===== src/rtl/latq_bank_wr_ctrl.sv =====
// Write sequencer for a latq latch bank: accept -> D setup -> one-word E pulse -> D hold -> done.
// Latency: E rises SETUP_CYC edges after accept; READY/DONE return SETUP+PULSE+HOLD edges after accept.
// Backpressure: WR_READY is high only in IDLE; address and data are ignored while it is low.
module latq_bank_wr_ctrl #(
  parameter int WIDTH     = 8,
  parameter int NWORDS    = 4,
  parameter int AW        = 2,
  parameter int SETUP_CYC = 1,
  parameter int PULSE_CYC = 1,
  parameter int HOLD_CYC  = 1
) (
  input  logic              CLK,
  input  logic              RN,
  input  logic              WR_VALID,
  output logic              WR_READY,
  input  logic [AW-1:0]     WR_ADDR,
  input  logic [WIDTH-1:0]  WR_DATA,
  output logic [WIDTH-1:0]  LAT_D,
  output logic [NWORDS-1:0] LAT_E,
  output logic              WR_DONE,
  output logic              WR_ERR
);

  typedef enum logic [1:0] {IDLE, SETUP, PULSE, HOLD} state_t;

  localparam logic [AW:0]       NW_LIM   = (AW+1)'(NWORDS);
  localparam logic [3:0]        SETUP_LD = 4'(SETUP_CYC - 1);
  localparam logic [3:0]        PULSE_LD = 4'(PULSE_CYC - 1);
  localparam logic [3:0]        HOLD_LD  = 4'(HOLD_CYC - 1);
  localparam logic [NWORDS-1:0] ONE_HOT0 = NWORDS'(1);

  state_t        state;
  logic [3:0]    cnt;
  logic [AW-1:0] addr;
  logic          in_range;

  assign in_range = ({1'b0, addr} < NW_LIM);

  // Every output is a flop; reset drops the enables without waiting for a clock.
  always_ff @(posedge CLK or negedge RN) begin
    if (!RN) begin
      state    <= IDLE;
      cnt      <= '0;
      addr     <= '0;
      LAT_D    <= '0;
      LAT_E    <= '0;
      WR_READY <= 1'b1;
      WR_DONE  <= 1'b0;
      WR_ERR   <= 1'b0;
    end else begin
      WR_DONE <= 1'b0;
      WR_ERR  <= 1'b0;
      case (state)
        IDLE: begin
          if (WR_VALID) begin
            addr     <= WR_ADDR;
            LAT_D    <= WR_DATA;
            cnt      <= SETUP_LD;
            WR_READY <= 1'b0;
            state    <= SETUP;
          end
        end
        SETUP: begin
          if (cnt == 4'd0) begin
            LAT_E <= in_range ? (ONE_HOT0 << addr) : '0;
            cnt   <= PULSE_LD;
            state <= PULSE;
          end else begin
            cnt <= cnt - 4'd1;
          end
        end
        PULSE: begin
          if (cnt == 4'd0) begin
            LAT_E <= '0;
            cnt   <= HOLD_LD;
            state <= HOLD;
          end else begin
            cnt <= cnt - 4'd1;
          end
        end
        HOLD: begin
          if (cnt == 4'd0) begin
            WR_READY <= 1'b1;
            WR_DONE  <= 1'b1;
            WR_ERR   <= ~in_range;
            state    <= IDLE;
          end else begin
            cnt <= cnt - 4'd1;
          end
        end
        default: state <= IDLE;
      endcase
    end
  end

endmodule


===== config.mk =====
export PLATFORM = sky130hd
export DESIGN_NAME = latq_bank_wr_ctrl
export DESIGN_NICKNAME = d
export VERILOG_FILES = /design/src/rtl/latq_bank_wr_ctrl.sv
export SDC_FILE = /design/constraint.sdc
export NUM_CORES = 1
export LEC_CHECK = 0
export CAP_MARGIN = 20
export CORE_ASPECT_RATIO = 1.25
export CORE_MARGIN = 2
export CORE_UTILIZATION = 25
export CTS_CLUSTER_SIZE = 16
export DETAILED_ROUTE_END_ITERATION = 8
export PLACE_DENSITY_LB_ADDON = 0.12
export SLEW_MARGIN = 15
export SYNTH_ARGS = -nofsm -noshare
export SYNTH_HDL_FRONTEND = slang
export SYNTH_SLANG_ARGS = --single-unit

===== constraint.sdc =====
create_clock -name CLK -period 4.8 [get_ports CLK]
set_input_delay 0.96 -clock CLK [delete_from_list [all_inputs] [get_ports CLK]]
set_output_delay 0.96 -clock CLK [all_outputs]
set_load 0.02 [all_outputs]

# Yosys cells after proc, flatten, opt, wreduce, memory -nomap -nowiden
# Cells that the tools add are included.
[totals]
word_cells = 44
register_bits = 22
output_inout_bits = 15
[classes]
n_eq_ne = 8
mux = 17
reduce_logical = 10
addsub = 1
n_shift = 1
[op_table]
columns = ["op", "n"]
rows = [
  ["$mux W4", 5],
  ["$pmux W4 S3", 1],
  ["$ne A2 B2 Y1 const B", 5],
  ["$mux W2", 4],
  ["$pmux W2 S4", 1],
  ["$pmux W4 S2", 1],
  ["$reduce_and A3 Y1", 2],
  ["$eq A2 B2 Y1 const B", 2],
  ["$logic_not A4 Y1", 1],
  ["$mux W1", 4],
  ["$reduce_and A2 Y1", 2],
  ["$reduce_and A4 Y1", 1],
  ["$reduce_bool A2 Y1", 2],
  ["$shl A1 B2 Y4 const A", 1],
  ["$sub A4 B1 Y4 const B", 1],
  ["$eq A2 B1 Y1 const B", 1],
  ["$logic_not A2 Y1", 1],
  ["$pmux W1 S2", 1],
  ["$reduce_or A2 Y1", 1],
]

# Depth between registers and ports, before layout
# Gate-level depths: netlist of run 1.
[logic_depth]
depth_word = 3
depth_mapped = 6

# Least setup slack after synthesis of run 1
# Ideal clock, no wire load.
[synth_path]
path_kind = "in2reg"
startpoint = "input WR_VALID"
endpoint = "register state[1]"
setup_ns = 0.125
cell_stages = 3
slack_ns = 3.074
t_arrival_ns = 1.601
cell_sequence = "nand2b_1 o21ai_0 mux2_2"
[synth_via]
elab_chain_cells = 2
[synth_lines]
columns = ["element", "line", "rtl"]
rows = [
  ["from (decl)", "14", "input logic WR_VALID,"],
  ["$ne A2 B2 Y1 (no line)", "-", ""],
  ["$reduce_and A4 Y1 (no line)", "-", ""],
  ["to (signal assigned)", "42", "state <= IDLE;"],
  ["to (signal assigned)", "60", "state <= SETUP;"],
  ["to (signal assigned)", "67", "state <= PULSE;"],
  ["to (decl)", "32", "state_t state;"],
]
# No other way between the ends.
# A chain may end at the register's enable or synchronous reset.

# Final worst setup path of run 1
[layout_path]
startpoint = "register WR_READY"
endpoint = "output WR_READY"
[layout_rtl]
columns = ["element", "line", "rtl"]
rows = [
  ["from (decl)", "15", "output logic WR_READY,"],
  ["from (signal assigned)", "47", "WR_READY <= 1'b1;"],
  ["from (signal assigned)", "59", "WR_READY <= 1'b0;"],
  ["from (signal assigned)", "83", "WR_READY <= 1'b1;"],
]
# No word-level cell between the ends.

==> metrics.md, run 1 <==
| Metric | Value |
|---|---|
| Layout Nets | `138` |
| # clock sinks | `22` |
| Syn_nets | `108` |
| Vias in the first global route | `761` |
| CP Depth | `1` |
| Final std cells w/o fill | `174` |
| Layout cells sized above 1 | `17.8%` |
| Worst path cell trace | `clkdlybuf4s50_1` |
| I/O Buffers | `26` |
| CP Launch Type | `flop` |
| Post-Syn Area | `0.00106 mm2` |
| Initial antenna violation count | `0` |
| Final min period | `2.36 ns` |
| R2R cell count | `5` |
| CP bufs+invs | `1` |
| CTS tree | `yes` |
| Area of the multi-input gates | `469 um2` |
| Vias | `764` |
| Post-synth top area share | `49.6%` |
| Final Cycle Share | `49.2%` |
| Iteration-0 DRC count of the detailed router | `13` |
| TritonCTS buffer count | `3` |
| Top Family by Delay on Critical Path | `buffers and inverters` |
| Hold Path Depth | `1` |
| Fillers | `415` |
| Grt total ovfl | `0` |
| H-Tree Depth | `1` |
| Final setup fails | `0` |
| Setup TNS | `0 ns` |
| Outcome | `completed` |
| Worst vdd ir | `0.000221 V` |
| Unrepaired setup endpoints after global routing | `no` |
| Vias/cell | `4.39` |
| Power share of the clock group | `15.4%` |
| Die width | `62.2 um` |
| Sw Pwr | `308 uW` |
| Fraction of registers with async set/reset | `100%` |
| Number of synthesized register bits | `22` |
| Post-CTS sizing | `0` |
| Ys Warns | `0` |
| Clock Latency Late Sink | `0.26 ns` |
| Worst path max stage delay | `0.60 ns` |
| Die height | `76.8 um` |
| Final core occ | `35.9%` |
| Post-CTS setup buffer count | `0` |
| Mean Syn Cell Area | `11.9 um2` |
| Maximum number of pins on one net before global-route repair | `23` |
| Setup ws final | `2.44 ns` |
| CTS root buf | `clkbuf_8` |
| Sw Share | `36.1%` |
| Max Cap Viol | `0` |
| Bufs on Longest Clock Path | `2` |
| Highest clock rate | `0.424 GHz` |
| Sequential share of power | `36.1%` |
| Lkg Pwr | `0.610 nW` |
| Placed Cells | `169` |
| Storage cell area | `552 um2` |
| Ys flop type | `dfrtp_1` |
| Wirelength, routed | `1980 um` |
| Worst Path Required | `3.84 ns` |
| Area added between synthesis and finish | `37.8%` |
| Hold Crit Class | `flop to flop` |
| First-pass GRT wire length | `3380 um` |
| CORE AREA | `0.00407 mm2` |
| Post-synthesis cell type count | `29` |
| RePlAce Congestion | `0.732` |
| Ports | `28` |
| Clock Skews | `0.00196 ns` |
| Part of the Yosys area used for sequential elements | `52.1%` |
| Row count | `26` |
| Cts-stage hold buffer count | `0` |
| Crit. End Element | `output port` |
| Synth area leaders | `dfrtp_1 (50%), mux2_2 (12%), ha_1 (7.1%), o21ai_0 (2.8%), dfstp_2 (2.5%)` |
| Design Area, Final | `0.00146 mm2` |
| CP max FO | `3` |
| Combinational share of power | `48.4%` |
| Area of placed instances | `0.00138 mm2` |
| Antenna diodes | `0` |
| P_int | `546 uW` |
| Starting density of the core | `26.1%` |
| Overall Global Routing Usage | `8.62%` |
| Final Hold Fails | `0` |
| Die area | `0.00478 mm2` |
| Worst path arrival time | `1.40 ns` |
| Final Max Tran Viols | `0` |
| Yosys top cell by area | `dfrtp_1` |
| Mapped Cells | `89` |
| Wire per inst | `11.4 um` |
| Pre-CTS setup slack | `2.49 ns` |
| Power density over the cells | `585 mW/mm2` |
| Crit path kind | `flop to output port` |
| Post-DRT Antenna Nets | `0` |
| Drt drc | `0` |
| Clock-pin slew on the worst setup and hold paths | `0.08 ns` |
| Slowest CP cell | `clkdlybuf4s50_1` |
| Number of synthesized flops with an enable pin | `0` |
| HPWL Detailed | `1500 um` |
| Pre-antenna DRT Iters | `4` |
## state kept, by name (all words and copies together) (netlist names)
register / flops
WR_DONE: 1
LAT_E: 4
LAT_D: 8
cnt: 4
WR_READY: 1
addr: 2
state: 2
## Yosys cell counts (2+ instances only)
cell / number
inv_1: 7
mux2_2: 11
nor2_1: 4
a32oi_1: 2
o21ai_0: 6
nor3_1: 2
a21oi_1: 3
nor2b_1: 2
nand2_1: 5
a32o_1: 2
ha_1: 6
dfrtp_1: 21
mux2i_1: 2
## path summary, 6_finish.rpt
kind	start	to	slack, ns
max in group asynchronous	RN	WR_READY	3.33
worst max register to register	cnt[0]	state[1]	3.03
min in group asynchronous	RN	LAT_E[1]	0.98
worst min register to register	cnt[0]	cnt[0]	0.51
worst min-delay path	cnt[0]	cnt[0]	0.51
worst max-delay path	WR_READY	WR_READY	2.44
## cells by family after synthesis
family	count (synthesis)	share of synthesized area (%)
DFF	22	52.1
and+or+nand+nor	20	11.2
AOI/OAI and AO/OA	18	12.0
muxes	13	13.6
buffers and inverters	9	3.66
adders and majority gates	6	7.08
other	1	0.354
## stage by stage
step,hold WS [ns],power (mW)
3_5_place_dp,0.492,0.730
5_1_grt,0.537,0.922
3_3_place_gp,0.493,0.724
2_1_floorplan,0.473,0.563
6_report,0.507,0.854
4_1_cts,0.511,0.867
## final cells by class
class,instances,share of cell area [%]
sequential,22,37.8
multi-input combinational,58,32.1
timing repair buffer,27,19.7
tap,56,4.80
clock buffer,4,3.77
inverter,7,1.80
## power by group through the flow
| stage | clock, mW | combinational (mW) | sequential, mW |
|---|---|---|---|
| finish | 0.132 | 0.414 | 0.309 |
| global route | 0.146 | 0.454 | 0.323 |
| CTS | 0.140 | 0.418 | 0.309 |
| detailed placement | 0 | 0.417 | 0.312 |
| global placement | 0 | 0.413 | 0.311 |
| floorplan | 0 | 0.188 | 0.375 |
## cells in the final DEF (no fill, tap or decap), drive strengths merged
cell type / Yosys / layout
nor3b: 1 / 1
a32oi: 2 / 2
ha: 6 / 6
mux2i: 2 / 2
nor2: 4 / 4
nand2b: 1 / 1
a21oi: 3 / 3
and2b: 1 / 1
a2bb2oi: 1 / 1
nor3: 2 / 2
a32o: 2 / 2
nand2: 5 / 5
inv: 7 / 7
clkdlybuf4s50: 0 / 26
clkbuf: 0 / 4
or3: 1 / 1
dfrtp: 21 / 21
or3b: 1 / 1
o21ai: 6 / 6
nand3: 1 / 1
nor2b: 2 / 2
o32a: 1 / 1
buf: 2 / 1
and2: 1 / 1
dfstp: 1 / 1
mux2: 11 / 11
o22ai: 2 / 2
o21bai: 1 / 1
conb: 1 / 1
## metal layers
| metal | global-route usage, % | vias to the layer above | routed length [um] |
|---|---|---|---|
| met5 | 0 | - | 0 |
| met4 | 4.00 | 0 | 25 |
| met3 | 1.61 | 4 | 106 |
| met2 | 15.7 | 23 | 1020 |
| met1 | 9.67 | 368 | 831 |
| li1 | - | 369 | - |
Power figures use the tool's default switching activity.
==> inputs of run 2 (changes only) <==
clock period = 2.4 ns   (was 4.8 ns; I/O delays follow)
==> run 2 against run 1 <==
Net effect: count of clock-buffer cells in the layout did not move; final area fell by 1.4%; final cell count did not move; critical endpoint unchanged; utilization fell by 0.49 points; clock power rose by 110%; non-clock buffer count did not move.
==> metrics.md, run 2 (synthesis results as in run 1) <==
| Metric | Value |
|---|---|
| Clock Latency Late Sink | `0.27 ns (about the same)` |
| Critical R2R Launch | `cnt[0]` |
| Regs by FF count | `LAT_D: 8 flops, LAT_E: 4 flops, cnt: 4 flops` |
| Worst Path Required | `1.92 ns (-1.92 ns)` |
| Lkg Pwr | `0.602 nW (-1.3%)` |
| Vias | `754 (-1.3%)` |
| CP Launch Type | `flop` |
| Crit path kind | `flop to output port` |
| Commonest non-fill, non-tap cell in the layout | `clkdlybuf4s50_1` |
| Wirelength, routed | `1980 um (+0.15%)` |
| Bufs on Longest Clock Path | `2 (unchanged)` |
| Fillers | `432 (+4.1%)` |
| Most frequent cells in the layout | `clkdlybuf4s50_1 (26), dfrtp_1 (21), mux2_2 (11), inv_1 (7)` |
| Unrepaired setup endpoints after global routing | `no` |
| Vias/cell | `4.33 (-1.3%)` |
| Layout Nets | `138 (unchanged)` |
| Crit path launch | `WR_READY` |
| Row count | `26 (unchanged)` |
| HPWL Detailed | `1480 um (-1.4%)` |
| Clock-pin slew on the worst setup and hold paths | `0.08 ns (about the same)` |
| Crit. End Element | `output port` |
| Final setup fails | `0 (unchanged)` |
| Vias in the first global route | `775 (+1.8%)` |
| Max reg flops | `8 (unchanged)` |
| Top Family by Delay on Critical Path | `buffers and inverters` |
| Iteration-0 DRC count of the detailed router | `6 (-7)` |
| Post-DRT Antenna Nets | `0 (unchanged)` |
| Antenna diodes | `0 (unchanged)` |
| Wire per inst | `11.4 um (+0.15%)` |
| Storage cell area | `552 um2 (unchanged)` |
| Die area | `0.00478 mm2 (unchanged)` |
| Die width | `62.2 um (unchanged)` |
| Worst path max stage delay | `0.60 ns (about the same)` |
| Die height | `76.8 um (unchanged)` |
| Grt total ovfl | `0 (unchanged)` |
| Outcome | `completed` |
| Hold Crit Start | `cnt[0]` |
| H-Tree Depth | `1 (unchanged)` |
| TritonCTS buffer count | `3 (unchanged)` |
| Slowest CP cell | `clkdlybuf4s50_1` |
| CP bufs+invs | `1 (unchanged)` |
| RePlAce Congestion | `0.734 (+0.30%)` |
| CP max FO | `3 (unchanged)` |
| I/O Buffers | `26 (unchanged)` |
| Final min period | `1.88 ns` |
| Post-CTS sizing | `0 (unchanged)` |
| Setup TNS | `0 ns (unchanged)` |
| Drt drc | `0 (unchanged)` |
| Final Cycle Share | `78.4%` |
| Clock Skews | `0.00399 ns (+0.00203 ns)` |
| Starting density of the core | `26.1% (unchanged)` |
| Final Hold Fails | `0 (unchanged)` |
| CTS root buf | `clkbuf_8` |
| Initial antenna violation count | `0 (unchanged)` |
| Max Cap Viol | `0 (unchanged)` |
| Final Max Tran Viols | `0 (unchanged)` |
| First-pass GRT wire length | `3370 um (-0.21%)` |
| # clock sinks | `22 (unchanged)` |
| Post-CTS setup buffer count | `0 (unchanged)` |
| Power density over the cells | `1190 mW/mm2 (+100%)` |
| Layout cells sized above 1 | `17.8% (unchanged)` |
| CORE AREA | `0.00407 mm2 (unchanged)` |
| Highest clock rate | `0.531 GHz` |
| Area added between synthesis and finish | `35.9%` |
| Hold Crit Class | `flop to flop` |
| Maximum number of pins on one net before global-route repair | `23 (unchanged)` |
| Overall Global Routing Usage | `8.72% (+0.10 points)` |
| Largest Register | `LAT_D` |
| Ports | `28 (unchanged)` |
| Area of the multi-input gates | `469 um2 (unchanged)` |
| Pre-antenna DRT Iters | `4 (unchanged)` |
| CTS tree | `yes` |
| Cts-stage hold buffer count | `0 (unchanged)` |
| Worst path cell trace | `clkdlybuf4s50_1` |
| Worst path arrival time | `1.40 ns (about the same)` |
| Power, Total | `1.71 mW (+100%)` |
| Worst vdd ir | `0.000437 V (+98%)` |
-- run 2: through the flow --
| stage | setup WS [ns] | utilization, % | instances | hold WS [ns] | instance area, um2 |
|---|---|---|---|---|---|
| floorplan | 0.846 | - | 89 | 0.184 | 1060 |
| global placement | 0.594 | 34.1 | 170 | 0.493 | 1390 |
| detailed placement | 0.583 | 34.1 | 170 | 0.498 | 1390 |
| CTS | 0.502 | 35.4 | 174 | 0.514 | 1440 |
| global route | 0.475 | 35.4 | 174 | 0.527 | 1440 |
| finish | 0.517 | 35.4 | 174 | 0.504 | 1440 |
-- run 2: final cells by class --
type / instances / area share, %
sequential: 22 / 38.3
multi-input combinational: 58 / 32.6
timing repair buffer: 27 / 18.6
tap: 56 / 4.87
clock buffer: 4 / 3.82
inverter: 7 / 1.82
-- run 2: final timing paths --
path | end | slack [ns] | cells after the start
hold / removal | cnt[0] | 0.50 | 1
hold reg to reg | cnt[0] | 0.50 | 1
setup / recovery | WR_READY | 0.52 | 1
max in group asynchronous | WR_READY | 1.56 | 2
setup reg to reg | state[1] | 0.64 | 5
min in group asynchronous | LAT_D[5] | 0.56 | 2
-- run 2: report_power, final --
part / internal (mW) / switching [mW]
combinational: 0.417 / 0.404
clock: 0.146 / 0.125
sequential: 0.524 / 0.0926
total: 1.09 / 0.622
-- run 2: layer usage --
| layer | up-vias | track usage, % | routed length (um) |
|---|---|---|---|
| met1 | 362 | 9.60 | 844 |
| met2 | 20 | 15.8 | 1010 |
| li1 | 367 | - | - |
| met3 | 5 | 1.61 | 89 |
| met4 | 0 | 4.67 | 39 |
| met5 | - | 0 | 0 |
==> inputs of run 3 (changes only) <==
clock period = 1.8 ns   (was 2.4 ns; I/O delays follow)
==> run 3 against run 2 <==
Net effect: register-to-register slack got worse by 0.50 ns; via count grew 2.1%; utilization up 0.80 points; sequential cell count is the same; clock power up 33%; count of clock-buffer cells in the layout did not move; final area rose by 2.3%; non-clock buffer count increased by 4; die area did not move; final cell count grew 2.3%; clock skew about the same.
==> metrics.md, run 3 (synthesis results as in run 1) <==
| Metric | Value |
|---|---|
| Outcome | `completed` |
| Layout cells sized above 1 | `20.5% (+2.7 points)` |
| Maximum number of pins on one net before global-route repair | `23 (unchanged)` |
| Final setup fails | `0 (unchanged)` |
| Clock-pin slew on the worst setup and hold paths | `0.08 ns (about the same)` |
| Commonest non-fill, non-tap cell in the layout | `clkdlybuf4s50_1` |
| Max reg flops | `8 (unchanged)` |
| Bufs on Longest Clock Path | `2 (unchanged)` |
| Combinational share of power | `48.8% (+0.7 points)` |
| Final hold slack | `0.437 ns (-0.0667 ns)` |
| CP Launch Type | `flop` |
| P_int | `1.48 mW (+36%)` |
| Crit path kind | `flop to flop` |
| Iteration-0 DRC count of the detailed router | `7 (+1)` |
| Starting density of the core | `26.1% (unchanged)` |
| Sw Pwr | `841 uW (+35%)` |
| Clock Skews | `0.00357 ns (-0.000421 ns)` |
| Final core occ | `36.2% (+0.80 points)` |
| Regs by FF count | `LAT_D: 8 flops, LAT_E: 4 flops, cnt: 4 flops` |
| Vias | `770 (+2.1%)` |
| Power density over the cells | `1570 mW/mm2 (+33%)` |
| Drt drc | `0 (unchanged)` |
| Wire per inst | `11.7 um (+2.9%)` |
| Final Cycle Share | `92.2%` |
| Critical R2R Launch | `cnt[0]` |
| CTS tree | `yes` |
| Worst path arrival time | `1.82 ns (+0.42 ns)` |
| H-Tree Depth | `1 (unchanged)` |
| Most frequent cells in the layout | `clkdlybuf4s50_1 (25), dfrtp_1 (21), mux2_2 (11), inv_1 (7)` |
| RePlAce Congestion | `0.736 (+0.33%)` |
| Final Hold Fails | `0 (unchanged)` |
| Hold Crit Class | `input port to asynchronous set/reset pin` |
| Lkg Pwr | `0.629 nW (+4.4%)` |
| CORE AREA | `0.00407 mm2 (unchanged)` |
| Crit. End Element | `flop` |
| HPWL Detailed | `1560 um (+5.8%)` |
| Vias/cell | `4.33 (-0.17%)` |
| TritonCTS buffer count | `3 (unchanged)` |
| Overall Global Routing Usage | `9.83% (+1.1 points)` |
| Worst Path Required | `1.96 ns (+0.04 ns)` |
| Clock Latency Late Sink | `0.26 ns (about the same)` |
| Unrepaired setup endpoints after global routing | `no` |
| Crit path launch | `cnt[0]` |
| Largest Register | `LAT_D` |
| Max Cap Viol | `0 (unchanged)` |
| # clock sinks | `22 (unchanged)` |
| Vias in the first global route | `840 (+8.4%)` |
| Final Max Tran Viols | `0 (unchanged)` |
| CTS root buf | `clkbuf_8` |
| Sequential share of power | `35.6% (-0.5 points)` |
| Power share of the clock group | `15.6% (-0.3 points)` |
| I/O Buffers | `26 (unchanged)` |
| Die height | `76.8 um (unchanged)` |
| Post-DRT Antenna Nets | `0 (unchanged)` |
| CP max FO | `5 (+2)` |
| Highest clock rate | `0.602 GHz` |
| Initial antenna violation count | `0 (unchanged)` |
| Die area | `0.00478 mm2 (unchanged)` |
| Die width | `62.2 um (unchanged)` |
| Wirelength, routed | `2090 um (+5.2%)` |
| Setup TNS | `0 ns (unchanged)` |
| Grt total ovfl | `0 (unchanged)` |
| Layout Nets | `142 (+2.9%)` |
| Sw Share | `36.3% (-0.087 points)` |
| Row count | `26 (unchanged)` |
| Pre-antenna DRT Iters | `4 (unchanged)` |
| Ports | `28 (unchanged)` |
| Final min period | `1.66 ns` |
| R2R setup slack | `0.14 ns (-0.50 ns)` |
| Fillers | `411 (-4.9%)` |
| First-pass GRT wire length | `3750 um (+11%)` |
| Area added between synthesis and finish | `39.0%` |
| Worst vdd ir | `0.000540 V (+24%)` |
| Antenna diodes | `0 (unchanged)` |
==> run 3: changes by cell type in the layout (fill, tap and decap cells not counted) <==
cell             previous run  this run
clkdlybuf4s50_1            26        25
buf_4                       1         5
dlymetal6s2s_1              0         1
==> run 3: through the flow <==
| step | area, um2 | worst slack [ns] | total power, mW | instances |
|---|---|---|---|---|
| floorplan | 1060 | 0.246 | 1.50 | 89 |
| CTS | 1470 | 0.0198 | 2.37 | 178 |
| finish | 1470 | 0.140 | 2.32 | 178 |
| global route | 1470 | 0.00749 | 2.50 | 178 |
| global placement | 1420 | 0.163 | 1.97 | 174 |
| detailed placement | 1420 | 0.142 | 1.98 | 174 |
==> run 3: cell type report <==
cell class	count	area (um2)	share of cell area (%)
multi-input combinational	58	469	31.9
sequential	22	552	37.5
tap	56	70.1	4.76
clock buffer	4	55.1	3.74
inverter	7	26.3	1.78
timing repair buffer	31	300	20.4
==> run 3: routing by layer <==
metal	up-vias	track usage (%)	share of wire [%]
li1	374	-	-
met1	365	11.3	40
met2	26	17.1	52
met3	5	1.91	5.5
met4	0	5.33	2.1
met5	-	0	0
==> run 3: power by group through the flow <==
stage / combinational (mW) / sequential [mW] / clock (mW)
floorplan: 0.502 / 1.00 / 0
global placement: 1.14 / 0.830 / 0
detailed placement: 1.15 / 0.835 / 0
CTS: 1.16 / 0.829 / 0.383
global route: 1.24 / 0.859 / 0.397
finish: 1.13 / 0.826 / 0.361
==> run 3: critical path, cell delays in order, from the launching register on <==
cell,delay [ns]
dfrtp_1,0.39
inv_1,0.06
ha_1,0.24
nor3b_4,0.18
o21ai_0,0.31
mux2_2,0.37
==> run 3: path summary, 6_finish.rpt <==
path / end / depth (start not counted)
setup / recovery: state[1] / 5
hold / removal: cnt[3] / 2
setup reg to reg: state[1] / 5
hold reg to reg: LAT_D[0] / 1
max in group asynchronous: WR_READY / 2
min in group CLK: LAT_D[0] / 1
==> run 3: timing repair <==
item	4_1_cts	5_1_grt
hold buffers	0	0
buffers inserted	0	0
resized for setup	0	1
endpoints found under the setup margin	0	1
